File: src/rtl/intersection_pkg.sv
// Shared types for the intersection sequencer: phase encoding and lamp vectors.
package intersection_pkg;

    typedef enum logic [2:0] {
        PH_AR   = 3'd0,
        PH_NS_G = 3'd1,
        PH_NS_Y = 3'd2,
        PH_EW_G = 3'd3,
        PH_EW_Y = 3'd4,
        PH_WALK = 3'd5
    } phase_e;

    typedef struct packed {
        logic ns_g;
        logic ns_y;
        logic ns_r;
        logic ew_g;
        logic ew_y;
        logic ew_r;
        logic walk;
    } lamps_t;

    //                                     ns g y r  ew g y r  walk
    localparam lamps_t LAMPS_AR   = lamps_t'(7'b0_0_1__0_0_1__0);
    localparam lamps_t LAMPS_NS_G = lamps_t'(7'b1_0_0__0_0_1__0);
    localparam lamps_t LAMPS_NS_Y = lamps_t'(7'b0_1_0__0_0_1__0);
    localparam lamps_t LAMPS_EW_G = lamps_t'(7'b0_0_1__1_0_0__0);
    localparam lamps_t LAMPS_EW_Y = lamps_t'(7'b0_0_1__0_1_0__0);
    localparam lamps_t LAMPS_WALK = lamps_t'(7'b0_0_1__0_0_1__1);

    // Unused encodings fall back to all-red so no illegal code can show a green.
    function automatic lamps_t lamps_of(input phase_e ph);
        case (ph)
            PH_NS_G: lamps_of = LAMPS_NS_G;
            PH_NS_Y: lamps_of = LAMPS_NS_Y;
            PH_EW_G: lamps_of = LAMPS_EW_G;
            PH_EW_Y: lamps_of = LAMPS_EW_Y;
            PH_WALK: lamps_of = LAMPS_WALK;
            default: lamps_of = LAMPS_AR;
        endcase
    endfunction

endpackage

File: src/rtl/intersection_controller_phase_timer.sv
// Saturating phase counter; advances on tick, flags the last tick of a timed phase.
module phase_timer #(
    parameter int unsigned CNT_W = 32
) (
    input  logic             clk,
    input  logic             reset,
    input  logic             clr,
    input  logic             tick,
    input  logic [CNT_W-1:0] limit,
    output logic [CNT_W-1:0] count,
    output logic             done
);

    logic [CNT_W-1:0] last;

    assign last = limit - CNT_W'(1);
    assign done = tick && (count == last);

    // Clear on phase change, otherwise count ticks up to limit-1 and hold there.
    always_ff @(posedge clk) begin
        if (reset || clr)
            count <= '0;
        else if (tick && (count < last))
            count <= count + CNT_W'(1);
    end

endmodule

File: src/rtl/intersection_controller.sv
// Actuated two-approach intersection sequencer with all-red clearance,
// latched vehicle/pedestrian demand and min/max green timing.
module intersection_controller
    import intersection_pkg::*;
#(
    parameter int unsigned CNT_W       = 32,
    parameter int unsigned T_GREEN_MIN = 600,
    parameter int unsigned T_GREEN_MAX = 1200,
    parameter int unsigned T_YELLOW    = 200,
    parameter int unsigned T_ALL_RED   = 50,
    parameter int unsigned T_WALK      = 400
) (
    input  logic       clk,
    input  logic       reset,
    input  logic       tick,
    input  logic       car_ns,
    input  logic       car_ew,
    input  logic       ped_req,
    output logic       ns_g,
    output logic       ns_y,
    output logic       ns_r,
    output logic       ew_g,
    output logic       ew_y,
    output logic       ew_r,
    output logic       walk,
    output logic       ped_ack,
    output logic [2:0] phase
);

    localparam logic [CNT_W-1:0] L_GMAX   = CNT_W'(T_GREEN_MAX);
    localparam logic [CNT_W-1:0] L_YEL    = CNT_W'(T_YELLOW);
    localparam logic [CNT_W-1:0] L_AR     = CNT_W'(T_ALL_RED);
    localparam logic [CNT_W-1:0] L_WALK   = CNT_W'(T_WALK);
    localparam logic [CNT_W-1:0] GMIN_M1  = CNT_W'(T_GREEN_MIN - 1);
    localparam logic [CNT_W-1:0] GMAX_M1  = CNT_W'(T_GREEN_MAX - 1);

    phase_e           state, state_nx;
    logic             next_dir;   // 0 = NS next, 1 = EW next
    logic             walk_done;
    logic             dem_ns, dem_ew, ped_pend;
    logic [CNT_W-1:0] limit, count;
    logic             done, clr;
    logic             ns_go, ew_go;
    lamps_t           lamps;

    // Phase length for the timer; green uses the max so the counter saturates there.
    always_comb begin
        case (state)
            PH_NS_G, PH_EW_G: limit = L_GMAX;
            PH_NS_Y, PH_EW_Y: limit = L_YEL;
            PH_WALK:          limit = L_WALK;
            default:          limit = L_AR;
        endcase
    end

    assign clr = (state_nx != state);

    phase_timer #(.CNT_W(CNT_W)) u_timer (
        .clk   (clk),
        .reset (reset),
        .clr   (clr),
        .tick  (tick),
        .limit (limit),
        .count (count),
        .done  (done)
    );

    // Green ends only when someone is waiting: gap-out after min green, or forced at max.
    assign ns_go = tick && (dem_ew || ped_pend) &&
                   (((count >= GMIN_M1) && !car_ns) || (count >= GMAX_M1));
    assign ew_go = tick && (dem_ns || ped_pend) &&
                   (((count >= GMIN_M1) && !car_ew) || (count >= GMAX_M1));

    // Next-phase selection; every conflicting change passes through AR.
    always_comb begin
        state_nx = state;
        case (state)
            PH_AR: begin
                if (done) begin
                    if (ped_pend && !walk_done) state_nx = PH_WALK;
                    else if (next_dir)          state_nx = PH_EW_G;
                    else                        state_nx = PH_NS_G;
                end
            end
            PH_NS_G: if (ns_go) state_nx = PH_NS_Y;
            PH_NS_Y: if (done)  state_nx = PH_AR;
            PH_EW_G: if (ew_go) state_nx = PH_EW_Y;
            PH_EW_Y: if (done)  state_nx = PH_AR;
            PH_WALK: if (done)  state_nx = PH_AR;
            default:            state_nx = PH_AR;
        endcase
    end

    // State, direction/walk bookkeeping, demand latches (entry clear beats a same-cycle set).
    always_ff @(posedge clk) begin
        if (reset) begin
            state     <= PH_AR;
            next_dir  <= 1'b0;
            walk_done <= 1'b0;
            dem_ns    <= 1'b0;
            dem_ew    <= 1'b0;
            ped_pend  <= 1'b0;
            ped_ack   <= 1'b0;
        end else begin
            state <= state_nx;

            if (state == PH_NS_Y && done) begin
                next_dir  <= 1'b1;
                walk_done <= 1'b0;
            end else if (state == PH_EW_Y && done) begin
                next_dir  <= 1'b0;
                walk_done <= 1'b0;
            end else if (state == PH_WALK && done) begin
                walk_done <= 1'b1;
            end

            if (state_nx == PH_NS_G && state != PH_NS_G) dem_ns <= 1'b0;
            else if (car_ns && state != PH_NS_G)         dem_ns <= 1'b1;

            if (state_nx == PH_EW_G && state != PH_EW_G) dem_ew <= 1'b0;
            else if (car_ew && state != PH_EW_G)         dem_ew <= 1'b1;

            if (state_nx == PH_WALK && state != PH_WALK) ped_pend <= 1'b0;
            else if (ped_req && state != PH_WALK)        ped_pend <= 1'b1;

            ped_ack <= (state_nx == PH_WALK) && (state != PH_WALK);
        end
    end

    // Moore lamp decode of the state register.
    always_comb begin
        lamps = lamps_of(state);
    end

    assign ns_g  = lamps.ns_g;
    assign ns_y  = lamps.ns_y;
    assign ns_r  = lamps.ns_r;
    assign ew_g  = lamps.ew_g;
    assign ew_y  = lamps.ew_y;
    assign ew_r  = lamps.ew_r;
    assign walk  = lamps.walk;
    assign phase = state;

endmodule

File: config.mk
export PLATFORM = sky130hd
export DESIGN_NAME = intersection_controller
export DESIGN_NICKNAME = d
export VERILOG_FILES = /design/src/rtl/intersection_pkg.sv /design/src/rtl/intersection_controller_phase_timer.sv /design/src/rtl/intersection_controller.sv
export SDC_FILE = /design/constraint.sdc
export NUM_CORES = 1
export LEC_CHECK = 0
export BUFFER_PORTS_ARGS = -buffer_cell sky130_fd_sc_hd__clkbuf_2
export CAP_MARGIN = 20
export CORE_UTILIZATION = 50
export DETAILED_ROUTE_END_ITERATION = 6
export PLACE_DENSITY_LB_ADDON = 0.15
export SLEW_MARGIN = 20
export SYNTH_ARGS = -nofsm -noshare
export SYNTH_HDL_FRONTEND = slang
export SYNTH_HIERARCHICAL = 1
export SYNTH_SLANG_ARGS = --single-unit
File: constraint.sdc
create_clock -name clk -period 8.9 [get_ports clk]
set_input_delay 0 -clock clk [delete_from_list [all_inputs] [get_ports clk]]
set_output_delay 0 -clock clk [all_outputs]
set_load 0.03 [all_outputs]
==> results.yml, run 1 <==
cells_and_area:
  final_layout_size_suffix_gt1_frac: 0.0858
  antenna_cells: 0
  syn_to_final_growth_pct: 13.1
  finalNonFillerCells: 673
  stdcell_area_um2: 4470
  nets: 612
global_route:
  grt_util_all_layers: 0.248
  grt_pass1_wl_mm: 16.9
  antenna_violations_before_repair: 0
  globalRouteOverflowTotal: 0
  grt_max_degree: 36
  grt_pass1_vias: 3545
pwr:
  clockPowerShare: 0.422
  power.internal_w: 0.000282
  sequentialPowerShare: 0.489
  power_switching_w: 0.000101
  fraction_of_power_consumed_by_combinational_cells: 0.089
  sw_frac_of_total: 0.263
  report.power.total_w: 0.000383
  power_density_nw_per_um2: 85.6
  leakagePower_nw: 1.78
  ir_worst_vdd_mv: 0.0532
logic_synthesis:
  netlist.top_cell.by_area: "sky130_fd_sc_hd__dfxtp_1"
  post_synth_instance_area_um2: 3960
  synth_seq_area_share: 0.208
  synth_cell_types: 68
  yosys.cell_count.top_type: "sky130_fd_sc_hd__a21oi_1"
  synth_warnings: 6
  post_synth_most_frequent_cells: "sky130_fd_sc_hd__a21oi_1, sky130_fd_sc_hd__dfxtp_1, sky130_fd_sc_hd__ha_1, sky130_fd_sc_hd__nand2_1, sky130_fd_sc_hd__nor2_1"
  netlist_top_cells_area: "sky130_fd_sc_hd__dfxtp_1, sky130_fd_sc_hd__ha_1, sky130_fd_sc_hd__a21oi_1, sky130_fd_sc_hd__xnor2_1, sky130_fd_sc_hd__or4_1"
  postSynthRegisterBits: 41
  asyncSetResetFlopFracSynth: 0
  avgSynthCellArea_um2: 7.99
  synth_top_cell_area_share: 0.208
  syn-instance-count: 495
  synth-main-ff-cell: "sky130_fd_sc_hd__dfxtp_1"
  synth-edff-count: 0
setup_path:
  critical_path.endpoint_type: "register"
  timing.critical_path.from: "phase[1]"
  rrSetupSlack_ps: 3010
  worst-endpoint-arrival_ps: 6050
  critical_path_peak_fanout: 28
  crit_path_required_time_ps: 9060
  criticalPathCategory: "register to register"
  r2r_start: "phase[1]"
  worstSetupStartpointType: "register"
place:
  io_port_bufs: 16
  placement.setup.worst_slack_ps: 3080
  place_inst: 663
  placement.cell_area_um2: 4330
  place.gp.congestion: 0.925
  hpwl_mm: 7.73
timing:
  worst_clk_skew_ps: 9.72
  fin_crit_ps: 5890
  slew_viol_final: 0
  timing_worst_slew_pin_value_ps: 728
  slew_headroom: 0.514
  fin_crit_sh: 0.662
  timing.fmax_ghz: 0.170
  fin_setup_tns_ps: 0
  finalHoldViolCount: 0
  final.setup.worst_slack_ps: 3010
  finalSetupViolCount: 0
  grt_setup_unrepaired: "no"
die:
  initial_core_util: 0.514
  dieArea_um2: 8270
  core-area_um2: 7690
  ioPinCount: 17
  placement_rows: 32
  die_h_um: 90.9
  die_w_um: 90.9
detailed_routing:
  routed_via_density: 5.77
  drt_wl_total_mm: 10.1
  detailedRoute.firstPassIterationCount: 5
  drt_iter0_drc: 186
  route.detailed.drc: 0
  wl_per_cell_um: 15.0
  detail-route-antenna-nets: 0
  route.vias.total: 3884
flow_run:
  cap_viol_max_count: 0
outcome:
  outcome: "finished, final reports clean"
clock_network:
  htree_levels: 2
  tritoncts_num_sinks: 41
  clk-insertion-delay-late_ps: 310
  max_root_sink_buffers: 2
  cts-root-buf: "sky130_fd_sc_hd__clkbuf_8"
  cts.repair.resized: 0
  worst_setup_hold_path_clk_slew_ps: 90
  cts_tree: "done"
  number_of_buffers_inserted_during_clock_tree_synthesis: 5
worst_hold_path:
  min-delay-start: "reset"
  hold_path.class: "input port to register"
layer usage:
layer,vias to the layer above,routed length [um],track usage
met2,105,4570,0.386
met3,7,538,0.0394
met1,1784,4940,0.357
met4,0,70,0.0595
met5,-,0,0
li1,1988,-,-
power groups by stage:
stage                     sequential [W]  combinational [W]  clock [W]
after global placement          0.000191          0.0000320          0
after floorplan                 0.000191          0.0000257          0
after detailed placement        0.000192          0.0000326          0
final                           0.000187          0.0000340   0.000161
after global routing            0.000188          0.0000392   0.000170
after CTS                       0.000187          0.0000334   0.000164
sequential cells by signal (all words and copies together) (netlist names):
signal	count
ped_ack	1
ped_pend	1
u_timer/count	32
walk_done	1
dem_ns	1
next_dir	1
phase	3
dem_ew	1
logic make-up (layout without fill, tap and decap cells):
logic type / after synthesis / in the layout / synth area share
xor+xnor: 30 / 30 / 0.0664
fa+ha+maj: 36 / 36 / 0.114
compound gates: 129 / 129 / 0.228
other cells: 1 / 71 / 0.000948
flops: 41 / 41 / 0.208
simple gates: 219 / 219 / 0.337
mux: 2 / 2 / 0.00506
buf+inv: 37 / 43 / 0.0411
final timing paths:
kind                                     endpoint  cells after the start
worst max register to register  u_timer/count[25]                     20
worst min-delay path                       dem_ns                      2
worst max-delay path            u_timer/count[25]                     20
worst min register to register             dem_ew                      2
area by class of cell:
class                      instances  area (um2)
clock buffer                       5        68.8
inverter                          16        60.1
clock inverter                     3        46.3
sequential                        41         821
multi-input combinational        487        3240
tap                              102         128
fill                             745        3210
timing repair buffer              19         108
critical path, cell delays in order, from the launching register on:
cell and delay, ps:
sky130_fd_sc_hd__dfxtp_1 800, sky130_fd_sc_hd__xnor2_1 120, sky130_fd_sc_hd__nor2_1 430, sky130_fd_sc_hd__nor2_1 170
sky130_fd_sc_hd__nor4_1 390, sky130_fd_sc_hd__nand2b_1 190, sky130_fd_sc_hd__nor2_1 160, sky130_fd_sc_hd__nand3_1 230
sky130_fd_sc_hd__nor3_1 340, sky130_fd_sc_hd__xnor2_1 110, sky130_fd_sc_hd__ha_1 310, sky130_fd_sc_hd__and4_1 300
sky130_fd_sc_hd__nand2_1 80, sky130_fd_sc_hd__or3_1 430, sky130_fd_sc_hd__nor2_1 390, sky130_fd_sc_hd__nor2_1 90
sky130_fd_sc_hd__o21ai_0 80, sky130_fd_sc_hd__o311ai_0 150, sky130_fd_sc_hd__o2bb2ai_1 300, sky130_fd_sc_hd__or2_2 550
sky130_fd_sc_hd__a21oi_1 90
metrics by stage:
stage,util,hold WS [ps]
6_report,0.582,37.1
3_5_place_dp,0.563,301
5_1_grt,0.582,52.4
4_1_cts,0.581,31.9
3_3_place_gp,0.563,292
2_1_floorplan,-,67.9
what timing repair did:
item,in CTS,in global routing
hold endpoints to repair,2,0
hold buffers,2,0
setup buffers,0,0
cells in the final DEF (no fill, tap or decap), types with 7 or more instances in the layout:
master                     instances
sky130_fd_sc_hd__and3_1            7
sky130_fd_sc_hd__o21ai_0          14
sky130_fd_sc_hd__nor3_1           16
sky130_fd_sc_hd__nor4_1           14
sky130_fd_sc_hd__nand4_1          14
sky130_fd_sc_hd__conb_1           71
sky130_fd_sc_hd__nor2_1           32
sky130_fd_sc_hd__o31ai_1          23
sky130_fd_sc_hd__and4_1            9
sky130_fd_sc_hd__or4_1            25
sky130_fd_sc_hd__a21oi_1          48
sky130_fd_sc_hd__xnor2_1          25
sky130_fd_sc_hd__ha_1             36
sky130_fd_sc_hd__inv_1            16
sky130_fd_sc_hd__or3_1            11
sky130_fd_sc_hd__nand2_1          34
sky130_fd_sc_hd__nand3_1          19
sky130_fd_sc_hd__clkbuf_2         16
sky130_fd_sc_hd__dfxtp_1          41
sky130_fd_sc_hd__nor2b_1           9
No activity file was read; power rests on OpenSTA's default activity.
==> run 2, diff against run 1 <==
Clock period 8.9 ns to 6.16 ns, I/O delays scaled along.
==> results.yml, run 2 (same netlist as run 1, synthesis figures left out) <==
outcome:
  outcome: "finished, final reports clean"
pwr:
  sequentialPowerShare: 0.487
  sw_frac_of_total: 0.248
  power_density_nw_per_um2: 124
  clockPowerShare: 0.424
  fraction_of_power_consumed_by_combinational_cells: 0.089
  ir_worst_vdd_mv: 0.0636
  leakagePower_nw: 1.80
  power_switching_w: 0.000138
  power.internal_w: 0.000418
place:
  placement.setup.worst_slack_ps: 485
  place.gp.congestion: 0.959
  placement.cell_area_um2: 4350
  hpwl_mm: 7.78
  io_port_bufs: 16
cells_and_area:
  largest_register_ffs: 32
  mostFrequentLayoutCell: "sky130_fd_sc_hd__conb_1"
  most-common-layout-cells: "sky130_fd_sc_hd__conb_1, sky130_fd_sc_hd__a21oi_1, sky130_fd_sc_hd__dfxtp_1"
  nets: 614
  final_layout_size_suffix_gt1_frac: 0.0908
  antenna_cells: 0
  stdcell_area_um2: 4490
  number_of_fillers_in_the_final_layout: 732
  top_register: "u_timer/count"
  syn_to_final_growth_pct: 13.4
timing:
  final.setup.worst_slack_ps: 605
  fin_crit_sh: 0.902
  slew_viol_final: 0
  worst_clk_skew_ps: 7.80
  fin_crit_ps: 5560
  finalSetupViolCount: 0
  fin_setup_tns_ps: 0
  timing.fmax_ghz: 0.180
  finalHoldViolCount: 0
  grt_setup_unrepaired: "no"
  timing_worst_slew_pin_value_ps: 598
  worst_hold_slack_ps: 13.9
  slew_headroom: 0.600
detailed_routing:
  detailedRoute.firstPassIterationCount: 5
  route.vias.total: 4002
  wl_per_cell_um: 15.2
  drt_wl_total_mm: 10.3
  detail-route-antenna-nets: 0
  drt_iter0_drc: 238
  route.detailed.drc: 0
  routed_via_density: 5.93
global_route:
  antenna_violations_before_repair: 0
  grt_pass1_wl_mm: 17.0
  grt_pass1_vias: 3468
  globalRouteOverflowTotal: 0
  grt_util_all_layers: 0.253
  grt_max_degree: 36
setup_path:
  cpMostUsedCell: "sky130_fd_sc_hd__nor2_1"
  critical_path_peak_fanout: 13
  crit_path_cell_trace: "xnor2_1 > nor2_1 > nor2_1 > nor4_1 > nand2b_1 > nor2_1 > nand3_1 > nor3_1 > xnor2_1 > ha_1 > and4_1 > nand2_1 > or3_1 > nor2_1 > nor2_1 > o21ai_0 > o311ai_0 > o2bb2ai_1 > nor2_1 > o311ai_0 > o41ai_1"
  r2r_cells: 21
  worstSetupEndpoint: "u_timer/count[27]"
  worst_r2r_endpoint: "u_timer/count[27]"
  critical_path.endpoint_type: "register"
  worst-endpoint-arrival_ps: 5720
  worstSetupStartpointType: "register"
  rrSetupSlack_ps: 600
  criticalPathCategory: "register to register"
  r2r_start: "phase[2]"
  timing.critical_path.from: "phase[2]"
  crit_path_required_time_ps: 6320
  critical_path.slowest_cell: "sky130_fd_sc_hd__dfxtp_1"
  largest_stage_delay_on_the_critical_path_ps: 590
die:
  placement_rows: 32
  core-area_um2: 7690
  die_h_um: 90.9
  initial_core_util: 0.514
  die_w_um: 90.9
  dieArea_um2: 8270
  ioPinCount: 17
clock_network:
  htree_levels: 2
  clk-insertion-delay-late_ps: 300
  cts_tree: "done"
  postCtsSetupBuffers: 0
  worst_setup_hold_path_clk_slew_ps: 80
  cts-root-buf: "sky130_fd_sc_hd__clkbuf_8"
  max_root_sink_buffers: 2
  tritoncts_num_sinks: 41
  number_of_buffers_inserted_during_clock_tree_synthesis: 5
worst_hold_path:
  hold_path.class: "input port to register"
flow_run:
  cap_viol_max_count: 0
==> run 2: cell type report <==
type / count / area, um2 / share of cell area
well taps: 102 / 128 / 0.0285
clock inverters: 2 / 37.5 / 0.00837
repair buffers: 21 / 120 / 0.0268
multi-input cells: 487 / 3240 / 0.722
inverters: 16 / 60.1 / 0.0134
flip-flops and latches: 41 / 821 / 0.183
clock buffers: 6 / 82.6 / 0.0184
==> run 2: worst max-delay path, delay by kind of cell, from the launching register on <==
kind	cells	cell delay, ps
compound gates	5	880
xor+xnor	2	240
fa+ha+maj	1	320
flops	1	590
simple gates	13	3360
==> run 2: routing by layer <==
metal,vias to the layer above,share of wire,track usage
met2,118,0.44,0.387
met5,-,0,0
met4,0,0.016,0.0767
met1,1874,0.49,0.365
li1,1996,-,-
met3,14,0.056,0.0377
==> run 2: worst min path at each step <==
| stage | end | depth (start not counted) | start | slack (ps) |
|---|---|---|---|---|
| 3_5_place_dp | ped_pend | 3 | ped_req | 300 |
| 4_1_cts | dem_ew | 3 | car_ew | 5 |
| 5_1_grt | dem_ns | 2 | reset | 60 |
| 6_report | dem_ew | 3 | car_ew | 10 |
| 2_1_floorplan | dem_ns | 1 | reset | 70 |
| 3_3_place_gp | ped_pend | 3 | ped_req | 300 |
==> run 2: stage by stage <==
| step | utilization | total power [W] | instances |
|---|---|---|---|
| finish | 0.583 | 0.000555 | 675 |
| CTS | 0.583 | 0.000557 | 675 |
| floorplan | - | 0.000312 | 565 |
| global route | 0.583 | 0.000576 | 675 |
| detailed placement | 0.566 | 0.000324 | 666 |
| global placement | 0.566 | 0.000323 | 666 |
==> run 2: what timing repair did <==
item                       in CTS  in global routing
hold buffers                    1                  0
hold endpoints to repair        1                  0
resized for setup               0                  1
setup endpoints to repair       0                 28
==> run 2: power groups by stage <==
stage          sequential [W]  clock, W  combinational, W
6_report             0.000271  0.000235         0.0000495
5_1_grt              0.000271  0.000247         0.0000571
4_1_cts              0.000270  0.000238         0.0000481
3_5_place_dp         0.000277         0         0.0000473
3_3_place_gp         0.000277         0         0.0000460
2_1_floorplan        0.000275         0         0.0000372
==> run 3, diff against run 2 <==
Clock period 6.16 ns to 5.7 ns, I/O delays scaled along.
==> results.yml, run 3 (same netlist as run 1, synthesis figures left out) <==
detailed_routing:
  drt_iter0_drc: 188
  detail-route-antenna-nets: 0
  drt_wl_total_mm: 10.2
  route.vias.total: 3977
  routed_via_density: 5.87
  route.detailed.drc: 0
  detailedRoute.firstPassIterationCount: 5
  wl_per_cell_um: 15.0
timing:
  grt_setup_unrepaired: "no"
  finalHoldViolCount: 0
  finalSetupViolCount: 0
  fin_crit_ps: 5260
  slew_headroom: 0.592
  worst_clk_skew_ps: 7.85
  slew_viol_final: 0
  timing_worst_slew_pin_value_ps: 610
  fin_setup_tns_ps: 0
  fin_crit_sh: 0.923
  timing.fmax_ghz: 0.190
pwr:
  leakagePower_nw: 1.81
  report.power.total_w: 0.000605
  sequentialPowerShare: 0.483
  power_switching_w: 0.000152
  sw_frac_of_total: 0.252
  fraction_of_power_consumed_by_combinational_cells: 0.091
  clockPowerShare: 0.426
  power.internal_w: 0.000453
  power_density_nw_per_um2: 134
  ir_worst_vdd_mv: 0.107
cells_and_area:
  multiInputGateArea_um2: 3240
  top_register: "u_timer/count"
  stdcell_area_um2: 4520
  most-common-layout-cells: "sky130_fd_sc_hd__conb_1, sky130_fd_sc_hd__a21oi_1, sky130_fd_sc_hd__dfxtp_1"
  ff_latch_area_um2: 822
  final_layout_size_suffix_gt1_frac: 0.0991
  nets: 616
  number_of_fillers_in_the_final_layout: 721
  syn_to_final_growth_pct: 14.3
  antenna_cells: 0
  mostFrequentLayoutCell: "sky130_fd_sc_hd__conb_1"
  largest_register_ffs: 32
place:
  placement.cell_area_um2: 4380
  hpwl_mm: 7.81
  io_port_bufs: 16
  place.gp.congestion: 0.905
setup_path:
  cp_top_family: "simple AND/OR/NAND/NOR gates"
  worstSetupEndpoint: "dem_ns"
  critical_path.endpoint_type: "register"
  worst-endpoint-arrival_ps: 5480
  r2r_start: "phase[2]"
  critical_path.slowest_cell: "sky130_fd_sc_hd__or4_4"
  worst_r2r_endpoint: "dem_ns"
  crit_path_required_time_ps: 5920
  critical_path_peak_fanout: 9
  r2r_cells: 20
  worstSetupStartpointType: "register"
  cp_num_cells: 20
  rrSetupSlack_ps: 440
  critical_path_buf_inv_count: 2
  crit_path_cell_trace: "nand2b_1 > inv_1 > or4_4 > nor4_4 > nand4b_4 > or2_4 > nor3_2 > xnor2_1 > ha_1 > and4_1 > nand2_1 > or3_1 > nor2_1 > buf_4 > nor2b_1 > a31oi_1 > nor3_1 > a31o_2 > a21oi_2 > a311oi_2"
  timing.critical_path.from: "phase[2]"
  largest_stage_delay_on_the_critical_path_ps: 550
  criticalPathCategory: "register to register"
clock_network:
  clk-insertion-delay-late_ps: 310
  worst_setup_hold_path_clk_slew_ps: 80
  tritoncts_num_sinks: 41
  postCtsSetupBuffers: 0
  cts_tree: "done"
  number_of_buffers_inserted_during_clock_tree_synthesis: 5
  max_root_sink_buffers: 2
  htree_levels: 2
  cts-root-buf: "sky130_fd_sc_hd__clkbuf_8"
global_route:
  grt_util_all_layers: 0.259
  grt_pass1_wl_mm: 17.4
  grt_pass1_vias: 3708
  grt_max_degree: 36
  globalRouteOverflowTotal: 0
  antenna_violations_before_repair: 0
die:
  die_w_um: 90.9
  ioPinCount: 17
  initial_core_util: 0.514
  placement_rows: 32
  core-area_um2: 7690
  die_h_um: 90.9
  dieArea_um2: 8270
outcome:
  outcome: "finished, final reports clean"
flow_run:
  cap_viol_max_count: 0
worst_hold_path:
  hold_path.class: "input port to register"
[run 3: layout make-up]
cell class                      count  area share
Tap cell                          102      0.0282
Sequential cell                    41       0.182
Clock buffer                        6      0.0183
Inverter                           16      0.0133
Multi-Input combinational cell    487       0.717
Clock inverter                      2     0.00830
Timing Repair Buffer               23      0.0327
[run 3: worst min-delay path: cells and delay by family]
kind                   cells  cell delay, ps
AO/OA/AOI/OAI              2             190
buffers and inverters      1              90
[run 3: worst min path at each step]
stage          startpoint       end  slack, ps  depth (start not counted)
6_report           car_ew    dem_ew         10                          3
5_1_grt            car_ew    dem_ew         30                          3
4_1_cts            car_ew    dem_ew          2                          3
3_5_place_dp      ped_req  ped_pend        300                          3
3_3_place_gp      ped_req  ped_pend        290                          3
2_1_floorplan       reset    dem_ns         70                          1
[run 3: per-layer routing]
| metal | part of all wire | up-vias | GRT usage | wire length (um) |
|---|---|---|---|---|
| met5 | 0 | - | 0 | 0 |
| met4 | 0.0094 | 0 | 0.0688 | 96 |
| met3 | 0.060 | 10 | 0.0477 | 607 |
| met2 | 0.45 | 129 | 0.404 | 4550 |
| met1 | 0.48 | 1834 | 0.363 | 4920 |
| li1 | - | 2004 | - | - |
[run 3: repair_timing]
action,in CTS,in global routing
setup endpoints to repair,0,25
hold buffers,1,0
endpoints found under the hold margin,1,0
resized for setup,0,3
[run 3: through the flow]
stage               worst slack, ps  cells  utilization  hold WS, ps
detailed placement              401    668        0.570          297
global placement                493    668        0.570          292
floorplan                       137    565            -         67.9
CTS                             374    677        0.587         2.18
global route                   10.4    677        0.588         27.5
finish                          442    677        0.588         13.6
[run 3: power by group through the flow]
stage	clock (W)	sequential (W)	combinational [W]
CTS	0.000262	0.000292	0.0000538
finish	0.000258	0.000292	0.0000552
floorplan	0	0.000298	0.0000402
global placement	0	0.000299	0.0000515
global route	0.000274	0.000293	0.0000636
detailed placement	0	0.000299	0.0000532
